`src/rtl/useq_mbox_sched.sv`:
```
`default_nettype none
// ============================================================================
//  Module   : useq_mbox_sched
//  Purpose  : Shares one host byte channel across N_CORES useq cores through
//             their external FIFO ports. Arbitrates host write/read requests,
//             issues single-cycle FIFO strobes, enforces a per-core strobe gap
//             and returns read data with a fixed latency.
//  Revision : 1.0  initial release
// ============================================================================
module useq_mbox_sched #(
  parameter int N_CORES = 4,
  parameter int CW      = 2,
  parameter int GAP     = 2
) (
  input  logic                 clk,
  input  logic                 rst_n,
  // host write channel
  input  logic                 wr_valid_i,
  input  logic [CW-1:0]        wr_core_i,
  input  logic [7:0]           wr_data_i,
  output logic                 wr_ready_o,
  // host read channel
  input  logic                 rd_valid_i,
  input  logic [CW-1:0]        rd_core_i,
  output logic                 rd_ready_o,
  output logic                 resp_valid_o,
  output logic [7:0]           resp_data_o,
  output logic                 resp_empty_o,
  output logic                 resp_err_o,
  // core FIFO ports
  output logic [N_CORES-1:0]   core_write_fifo_o,
  output logic [N_CORES-1:0]   core_read_fifo_o,
  output logic [7:0]           core_fifo_in_o,
  input  logic [8*N_CORES-1:0] core_fifo_out_i,
  input  logic [N_CORES-1:0]   core_fifo_empty_i,
  input  logic [N_CORES-1:0]   core_fifo_full_i
);

  localparam logic [3:0]  C_GAP     = 4'(GAP);
  localparam logic [CW:0] C_N_CORES = (CW+1)'(N_CORES);

  typedef enum logic [2:0] {
    S_IDLE  = 3'd0,
    S_WSTB  = 3'd1,
    S_RSTB  = 3'd2,
    S_RWAIT = 3'd3,
    S_RCAP  = 3'd4
  } state_e;

  state_e               state_q;
  logic                 last_wr_q;     // 1: last grant was a write, 0: a read
  logic [CW-1:0]        sel_q;         // core whose fifo_out is captured
  logic [3:0]           gap_q [N_CORES];
  logic [N_CORES-1:0]   core_write_fifo_q;
  logic [N_CORES-1:0]   core_read_fifo_q;
  logic [7:0]           core_fifo_in_q;
  logic                 resp_valid_q;
  logic [7:0]           resp_data_q;
  logic                 resp_empty_q;
  logic                 resp_err_q;

  logic                 w_idle;
  logic                 w_wr_inv;
  logic                 w_rd_inv;
  logic                 w_wr_full;
  logic                 w_wr_busy;
  logic                 w_rd_empty;
  logic                 w_rd_busy;
  logic                 w_wr_elig;
  logic                 w_rd_elig;
  logic                 w_wr_grant;
  logic                 w_rd_grant;
  logic [N_CORES-1:0]   w_wr_onehot;
  logic [N_CORES-1:0]   w_rd_onehot;
  logic [7:0]           w_cap_data;

  // Select the addressed core's flags/gap and decide the grant for this cycle.
  always_comb begin
    w_idle      = (state_q == S_IDLE) && rst_n;
    w_wr_inv    = {1'b0, wr_core_i} >= C_N_CORES;
    w_rd_inv    = {1'b0, rd_core_i} >= C_N_CORES;
    w_wr_full   = 1'b0;
    w_wr_busy   = 1'b0;
    w_rd_empty  = 1'b0;
    w_rd_busy   = 1'b0;
    w_wr_onehot = '0;
    w_rd_onehot = '0;
    w_cap_data  = 8'h00;
    for (int k = 0; k < N_CORES; k++) begin
      if (wr_core_i == CW'(k)) begin
        w_wr_full      = core_fifo_full_i[k];
        w_wr_busy      = (gap_q[k] != 4'd0);
        w_wr_onehot[k] = 1'b1;
      end
      if (rd_core_i == CW'(k)) begin
        w_rd_empty     = core_fifo_empty_i[k];
        w_rd_busy      = (gap_q[k] != 4'd0);
        w_rd_onehot[k] = 1'b1;
      end
      if (sel_q == CW'(k)) begin
        w_cap_data = core_fifo_out_i[8*k +: 8];
      end
    end
    // An out-of-range write is accepted and dropped, so it counts as eligible.
    w_wr_elig  = w_idle && wr_valid_i && (w_wr_inv || (!w_wr_full && !w_wr_busy));
    // Empty/invalid reads never strobe, so the gap does not hold them back.
    w_rd_elig  = w_idle && rd_valid_i && (w_rd_inv || w_rd_empty || !w_rd_busy);
    w_wr_grant = w_wr_elig && (!w_rd_elig || !last_wr_q);
    w_rd_grant = w_rd_elig && !w_wr_grant;
  end

  assign wr_ready_o        = w_wr_grant;
  assign rd_ready_o        = w_rd_grant;
  assign core_write_fifo_o = core_write_fifo_q;
  assign core_read_fifo_o  = core_read_fifo_q;
  assign core_fifo_in_o    = core_fifo_in_q;
  assign resp_valid_o      = resp_valid_q;
  assign resp_data_o       = resp_data_q;
  assign resp_empty_o      = resp_empty_q;
  assign resp_err_o        = resp_err_q;

  // Scheduler FSM with registered strobes, response and per-core gap counters.
  always_ff @(posedge clk) begin
    if (!rst_n) begin
      state_q           <= S_IDLE;
      last_wr_q         <= 1'b0;
      sel_q             <= '0;
      core_write_fifo_q <= '0;
      core_read_fifo_q  <= '0;
      core_fifo_in_q    <= 8'h00;
      resp_valid_q      <= 1'b0;
      resp_data_q       <= 8'h00;
      resp_empty_q      <= 1'b0;
      resp_err_q        <= 1'b0;
      for (int k = 0; k < N_CORES; k++) begin
        gap_q[k] <= 4'd0;
      end
    end else begin
      core_write_fifo_q <= '0;
      core_read_fifo_q  <= '0;
      resp_valid_q      <= 1'b0;
      for (int k = 0; k < N_CORES; k++) begin
        if (gap_q[k] != 4'd0) begin
          gap_q[k] <= gap_q[k] - 4'd1;
        end
      end

      case (state_q)
        S_IDLE: begin
          if (w_wr_grant) begin
            last_wr_q <= 1'b1;
            if (!w_wr_inv) begin
              state_q           <= S_WSTB;
              core_write_fifo_q <= w_wr_onehot;
              core_fifo_in_q    <= wr_data_i;
              // Counter holds GAP during the strobe cycle itself.
              for (int k = 0; k < N_CORES; k++) begin
                if (w_wr_onehot[k]) begin
                  gap_q[k] <= C_GAP;
                end
              end
            end
          end else if (w_rd_grant) begin
            last_wr_q <= 1'b0;
            if (w_rd_inv || w_rd_empty) begin
              state_q      <= S_RCAP;
              resp_valid_q <= 1'b1;
              resp_data_q  <= 8'h00;
              resp_empty_q <= !w_rd_inv;
              resp_err_q   <= w_rd_inv;
            end else begin
              state_q          <= S_RSTB;
              core_read_fifo_q <= w_rd_onehot;
              sel_q            <= rd_core_i;
              for (int k = 0; k < N_CORES; k++) begin
                if (w_rd_onehot[k]) begin
                  gap_q[k] <= C_GAP;
                end
              end
            end
          end
        end
        S_WSTB:  state_q <= S_IDLE;
        S_RSTB:  state_q <= S_RWAIT;
        S_RWAIT: begin
          // fifo_out has settled after the pop strobe; capture it now.
          state_q      <= S_RCAP;
          resp_valid_q <= 1'b1;
          resp_data_q  <= w_cap_data;
          resp_empty_q <= 1'b0;
          resp_err_q   <= 1'b0;
        end
        S_RCAP:  state_q <= S_IDLE;
        default: state_q <= S_IDLE;
      endcase
    end
  end

endmodule
`default_nettype wire
```
`config.mk`:
```
export PLATFORM = sky130hd
export DESIGN_NAME = useq_mbox_sched
export DESIGN_NICKNAME = d
export VERILOG_FILES = /design/src/rtl/useq_mbox_sched.sv
export SDC_FILE = /design/constraint.sdc
export NUM_CORES = 1
export LEC_CHECK = 0
export CORE_ASPECT_RATIO = 1.5
export CORE_MARGIN = 2
export CORE_UTILIZATION = 40
export DETAILED_ROUTE_END_ITERATION = 10
export PLACE_DENSITY = 0.68
export SYNTH_ARGS = -nofsm -noshare
export SYNTH_HDL_FRONTEND = slang
export SYNTH_SLANG_ARGS = --single-unit
```
`constraint.sdc`:
```
create_clock -name clk -period 3.95 [get_ports clk]
set_clock_uncertainty 0.05 [all_clocks]
set_input_delay 1.185 -clock clk [delete_from_list [all_inputs] [get_ports clk]]
set_output_delay 1.185 -clock clk [all_outputs]
set_load 0.05 [all_outputs]
```
==> out/qor.txt <==
initial DRC count: 92
Slew headroom: 55.99%
Final Wtd Congestion: 0.7748
routing usage on met1: 24.73%
Placed Area: 3473 um^2
cell count after synthesis: 247
ant diodes: 0
Max-Cap Viols: 0
CP max stage cell: clkdlybuf4s50_1
chip height: 99.46 um
Horiz. Die Dim: 67.64 um
VDD IR max: 0.2405 mV
hold slack final: 0.4091 ns
met3 usage: 5.543%
Placed Cells incl. Taps: 413
TritonCTS clock tree: built
TritonCTS buffer count: 5
WS Path Type: in -> reg
DRC viols: 0
port bufs: 83
CTS Sinks: 48
dpl ws: -0.1961 ns
HP Class: reg -> reg
non-filler instance count after layout: 435
period utilization: 98.63%
Startpoint Class: primary input
Final Hold Vio Count: 0
Post-Route Utilization: 64.58%
minimum clock period: 3.896 ns
distinct cell type count after synthesis: 56
first-pass GRT wire length: 10.38 mm
CTS max path bufs: 2
Post-synth ARST share: 0%
share of the yosys chip area belonging to registers: 39.55%
vias in the first global route: 2293
H-tree Lvls: 2
ys flop type: dfxtp_1
delay of the slowest critical-path stage: 0.45 ns
Post-DP HPWL: 4.511 mm
most common cell after layout, fill and taps aside: clkdlybuf4s50_1
setup TNS: 0 ns
Post-synth EDFFs: 0
Power Density: 481.1 nW/um^2
Worst Setup End Kind: register
largest net degree at the start of global routing: 49
Layout Nets: 424
WL/cell: 14.21 um
layout cells sized above 1: 20.94%
Vias: 2311
grt total ovfl: 0
Worst Path Buf+Inv: 14
Final setup viols: 0
Area growth, synth to finish: 54.89%
final wirelength: 6.180 mm
FILL cells: 487
Clock transition at path regs: 0.08 ns
Worst Path Required: 4.10 ns
Leakage: 1.532 nW
Pre-Repair DR Iteration Count: 4
Mean Syn Cell Area: 9.837 um^2
total core area: 5828 um^2
Total Routing Usage GR: 19.91%
Mapped Area: 2430 um^2
highest clock rate: 0.2567 GHz
ANT nets after route: 0
final worst slack: 0.05427 ns
Die ar.: 6727 um^2
most frequent CP cell: buf_4
Worst path top cell family by delay: buffers and inverters
final instance area: 3764 um^2
Slew @ Worst Pin: 0.6577 ns
critical path cell sequence: clkdlybuf4s50_1 > nor3_1 > a32oi_2 > a2111o_1 > nand2_2 > buf_4 > buf_4 > buf_4 > buf_4 > buf_4 > buf_4 > buf_4 > buf_4 > buf_4 > buf_4 > buf_4 > buf_4 > buf_4 > o221a_4
RSZ-0062 raised after global routing: false
initial antenna violation count: 0
post-synthesis register bit count: 48
Final Total Pwr: 1.811 mW
Initial Util: 41.69%
clock latency on the worst-skew pair: 0.30 ns
Synth Warn #: 0
clk root buf: clkbuf_8
Cell Rows: 34
Max Fanout on Critical Path: 3
GR Util met2: 32.96%
global routing's busiest layer: met2
I/O pins: 85
final slew viol count: 0
most frequent cells in the layout: clkdlybuf4s50_1 (75), dfxtp_1 (48), buf_4 (36)
Mapped Nets: 309
Critical Path AT: 4.04 ns
vias per cell: 5.313
result of the run: completed
[cells by family after synthesis]
| logic type | Yosys count | synth area share (%) |
|---|---|---|
| AND/OR/NAND/NOR | 94 | 21.47 |
| flip-flops | 48 | 39.55 |
| AO/OA/AOI/OAI | 42 | 15.19 |
| buffers and inverters | 27 | 4.686 |
| multiplexers | 25 | 14.42 |
| adder cells (fa/ha/maj) | 6 | 3.090 |
| XOR/XNOR | 4 | 1.442 |
| other | 1 | 0.1543 |
[final timing paths]
path                        from                end  slack, ns  depth (start not counted)
min            core_fifo_in_o[7]  core_fifo_in_o[7]       0.41                          2
min reg2reg    core_fifo_in_o[7]  core_fifo_in_o[7]       0.41                          2
max          core_fifo_full_i[0]        gap_q[3][0]       0.05                         19
max reg2reg          gap_q[1][0]        gap_q[3][1]       0.33                         20
[layout make-up]
cell class,count,area (um^2),area share (%)
multi-input combinational,172,1439,38.23
timing repair buffer,120,1125,29.89
sequential,48,960.9,25.53
tap,72,90.09,2.394
clock buffer,6,82.58,2.194
inverter,15,56.30,1.496
clock inverter,2,10.01,0.2660
[per-layer routing]
layer | up-vias | part of all wire [%]
li1 | 1133 | -
met1 | 1081 | 40
met2 | 83 | 50
met3 | 14 | 7.7
met4 | 0 | 2.2
met5 | - | 0
[registers in the layout, summed over array words and instances, names as in the netlist]
name / cells
core_fifo_in_o: 8
core_read_fifo_o: 4
core_write_fifo_o: 4
gap_q: 16
last_wr_q: 1
resp_data_o: 8
resp_empty_o: 1
resp_valid_o: 1
sel_q: 2
state_q: 3
[timing repair]
item / 4_1_cts / 5_1_grt
cloned: 0 / 0
gates resized for setup: 9 / 15
buffers inserted: 14 / 1
pin swaps: 5 / 5
setup endpoints to repair: 2 / 5
hold buffers: 0 / 0
[Yosys cell counts, drive strengths merged, types with 3 or more instances]
cell type  instances  area share [%]
a21oi              6             1.2
ha                 6             3.1
nor2b              5             1.3
nor3               8             1.6
o211a              3             1.2
and2               6             1.5
buf                5             1.3
clkbuf             7             1.1
dfxtp             48              40
mux2i             17             7.0
inv               15             2.3
nor2              12             1.9
o221a              3             1.4
or3                5             1.3
mux4               8             7.4
xnor2              4             1.4
a32o               8             3.3
nand2             35             5.5
and3               3            0.77
o21ai              4            0.82
nor3b              3            0.93
[power by group]
group / leakage (nW) / internal [mW] / switching [mW]
logic: 1.09 / 0.450 / 0.412
clock network: 0.0510 / 0.140 / 0.160
registers: 0.391 / 0.573 / 0.0766
total: 1.53 / 1.16 / 0.648
[worst reg2reg max path, delay by kind of cell (launching register included)]
| family | cells | cell delay [ns] |
|---|---|---|
| DFF | 1 | 0.31 |
| buffers and inverters | 14 | 1.36 |
| and+or+nand+nor | 2 | 0.61 |
| AOI/OAI and AO/OA | 3 | 0.99 |
| adders and majority gates | 1 | 0.19 |
(Power assumes the default switching activity.)
==> patch (config.mk and constraints unchanged) <==
Encoding of `state_e`: now one-hot (5 bits for 5 states).
--- a/src/rtl/useq_mbox_sched.sv
+++ b/src/rtl/useq_mbox_sched.sv
@@ -39,12 +39,12 @@
   localparam logic [3:0]  C_GAP     = 4'(GAP);
   localparam logic [CW:0] C_N_CORES = (CW+1)'(N_CORES);
 
-  typedef enum logic [2:0] {
-    S_IDLE  = 3'd0,
-    S_WSTB  = 3'd1,
-    S_RSTB  = 3'd2,
-    S_RWAIT = 3'd3,
-    S_RCAP  = 3'd4
+  typedef enum logic [4:0] {
+    S_IDLE  = 5'b00001,
+    S_WSTB  = 5'b00010,
+    S_RSTB  = 5'b00100,
+    S_RWAIT = 5'b01000,
+    S_RCAP  = 5'b10000
   } state_e;
 
   state_e               state_q;
Check against the original RTL: no difference found for any inputs over 10 cycles, from zero or initial values and one cycle with rst_n low; not proved beyond that.
==> patch against the original RTL <==
  * Wire length down 0.13%
  * Synthesized area shrank 0.41%
  * Via count decreased by 5.7%
  * Final area down 4.8%
  * Worst setup slack better by 0.042 ns
  * Power rose by 2.2%
  * Critical path depth fell by 12
  * Sequential cell count rose by 2
  * Largest cell class unchanged
==> patch: results (changes against the original RTL) <==
largest net degree at the start of global routing 31 (was 49); CP max FO 5 (was 3); cts bufs inserted 5 (unchanged); Worst path slowest cell or3_1 (was clkdlybuf4s50_1); Max-slew headroom 30.3% (was 56.0%); peak supply drop 0.375 mV (was 0.241 mV); Synth area leaders dfxtp_1 (41%), mux4_2 (8.4%), mux2i_1 (4.1%) (was dfxtp_1 (40%), mux4_2 (7.4%), mux2i_1 (7.0%)); Largest Register gap_q (unchanged); Post-Place Cell Area 3450 sq um (was 3470 sq um); sequential cell area fraction in the yosys report 41.4% (was 39.5%); Routed WL 6170 microns (was 6180 microns); number of fill cells 511 (was 487); vias in the first global route 2152 (was 2293); global-route wire length before repair 10100 microns (was 10400 microns); clk slew on worst S/H paths 0.09 ns; worst hold path class flop to flop (unchanged); max reg flops 16 (unchanged); routability cong. 0.780 (was 0.775); insertion delay to the later sink of the worst-skew pair 0.30 ns (about the same); Yosys cell types 46 (was 56); Post-synth top cells dfxtp_1 (50), nor2_1 (26), nand2_1 (20) (was dfxtp_1 (48), nand2_1 (34), mux2i_1 (17)); yosys warns 0 (unchanged); slowest cell delay on critical path 0.38 ns (was 0.45 ns); DRT iter0 DRCs 91 (was 92); P_leak 1.40 nW (was 1.53 nW); Global Route Usage Sum 19.4% (was 19.9%); layout cells sized above 1 15.7% (was 20.9%); final net count 411 (was 424); WP data arrival 2.62 ns (was 4.04 ns); most common cell in the netlist dfxtp_1 (unchanged); Detail Placement HPWL 4780 microns (was 4510 microns); CP top delay family compound AO/OA/AOI/OAI gates (was buffers and inverters); net count after synthesis 311 (was 309); Via density 5.16 (was 5.31); status complete, no violations (unchanged); async set-or-reset flop fraction in the synthesized netlist 0% (unchanged)
==> patch: repair_timing <==
| action | in CTS | in global routing |
|---|---|---|
| setup buffers | 1 | 0 |
| endpoints found under the setup margin | 2 | 1 |
| pin swaps | 6 | 1 |
| resized for setup | 16 | 1 |
==> patch: kinds of logic (layout without fill, tap and decap cells) <==
| kind of cell | count (synthesis) | in the layout | share of synthesized area, % |
|---|---|---|---|
| flops | 50 | 50 | 41.4 |
| xor+xnor | 4 | 4 | 1.45 |
| buf+inv | 24 | 125 | 3.93 |
| compound gates | 45 | 45 | 15.9 |
| fa+ha+maj | 6 | 6 | 3.10 |
| simple gates | 99 | 99 | 21.1 |
| mux | 20 | 20 | 13.0 |
| other cells | 1 | 1 | 0.155 |
==> patch: per-layer routing <==
metal / part of all wire, % / routed length [microns] / vias up / track usage, %
li1: - / - / 1096 / -
met3: 3.3 / 201 / 10 / 2.60
met1: 42 / 2590 / 1026 / 24.6
met2: 53 / 3260 / 47 / 32.7
met5: 0 / 0 / - / 0
met4: 1.9 / 118 / 0 / 7.38
==> patch: power breakdown <==
group | internal [W] | switching [W] | total, W
combinational | 0.000385 | 0.000432 | 0.000817
clock | 0.000189 | 0.000168 | 0.000357
sequential | 0.000603 | 0.0000733 | 0.000677
total | 0.00118 | 0.000672 | 0.00185
==> patch: area by class of cell <==
type / instances / area share (%)
clock inverters: 2 / 1.05
repair buffers: 103 / 27.5
flip-flops and latches: 50 / 27.9
clock buffers: 6 / 2.03
inverters: 14 / 1.57
well taps: 72 / 2.51
multi-input cells: 175 / 37.4
==> patch: final timing paths <==
path                                   start           end  slack (ns)  cells past startpoint
worst min-delay path            resp_empty_o  resp_empty_o        0.41                      2
worst max-delay path            wr_core_i[0]    rd_ready_o         0.1                      7
worst max register to register   gap_q[1][0]   gap_q[1][0]        1.22                      9
worst min register to register  resp_empty_o  resp_empty_o        0.41                      2
==> patch: stage by stage <==
step	instances	total power [W]	setup TNS (ns)	worst slack (ns)	utilization [%]
floorplan	249	0.00126	0	0.0306	-
global placement	413	0.00147	-0.373	-0.198	59.2
detailed placement	413	0.00148	-0.404	-0.211	59.2
CTS	422	0.00186	0	0.0395	61.4
global route	422	0.00198	0	0.0162	61.5
finish	422	0.00185	0	0.0966	61.5
==> patch: worst reg2reg max path, cell delays in order (launching register included) <==
cell      delay [ns]
dfxtp_1         0.34
inv_1           0.08
ha_1            0.20
or3b_1          0.51
o32ai_2         0.37
o2111a_1        0.31
o21ai_4         0.09
buf_4           0.23
o2111a_1        0.25
o211a_1         0.21
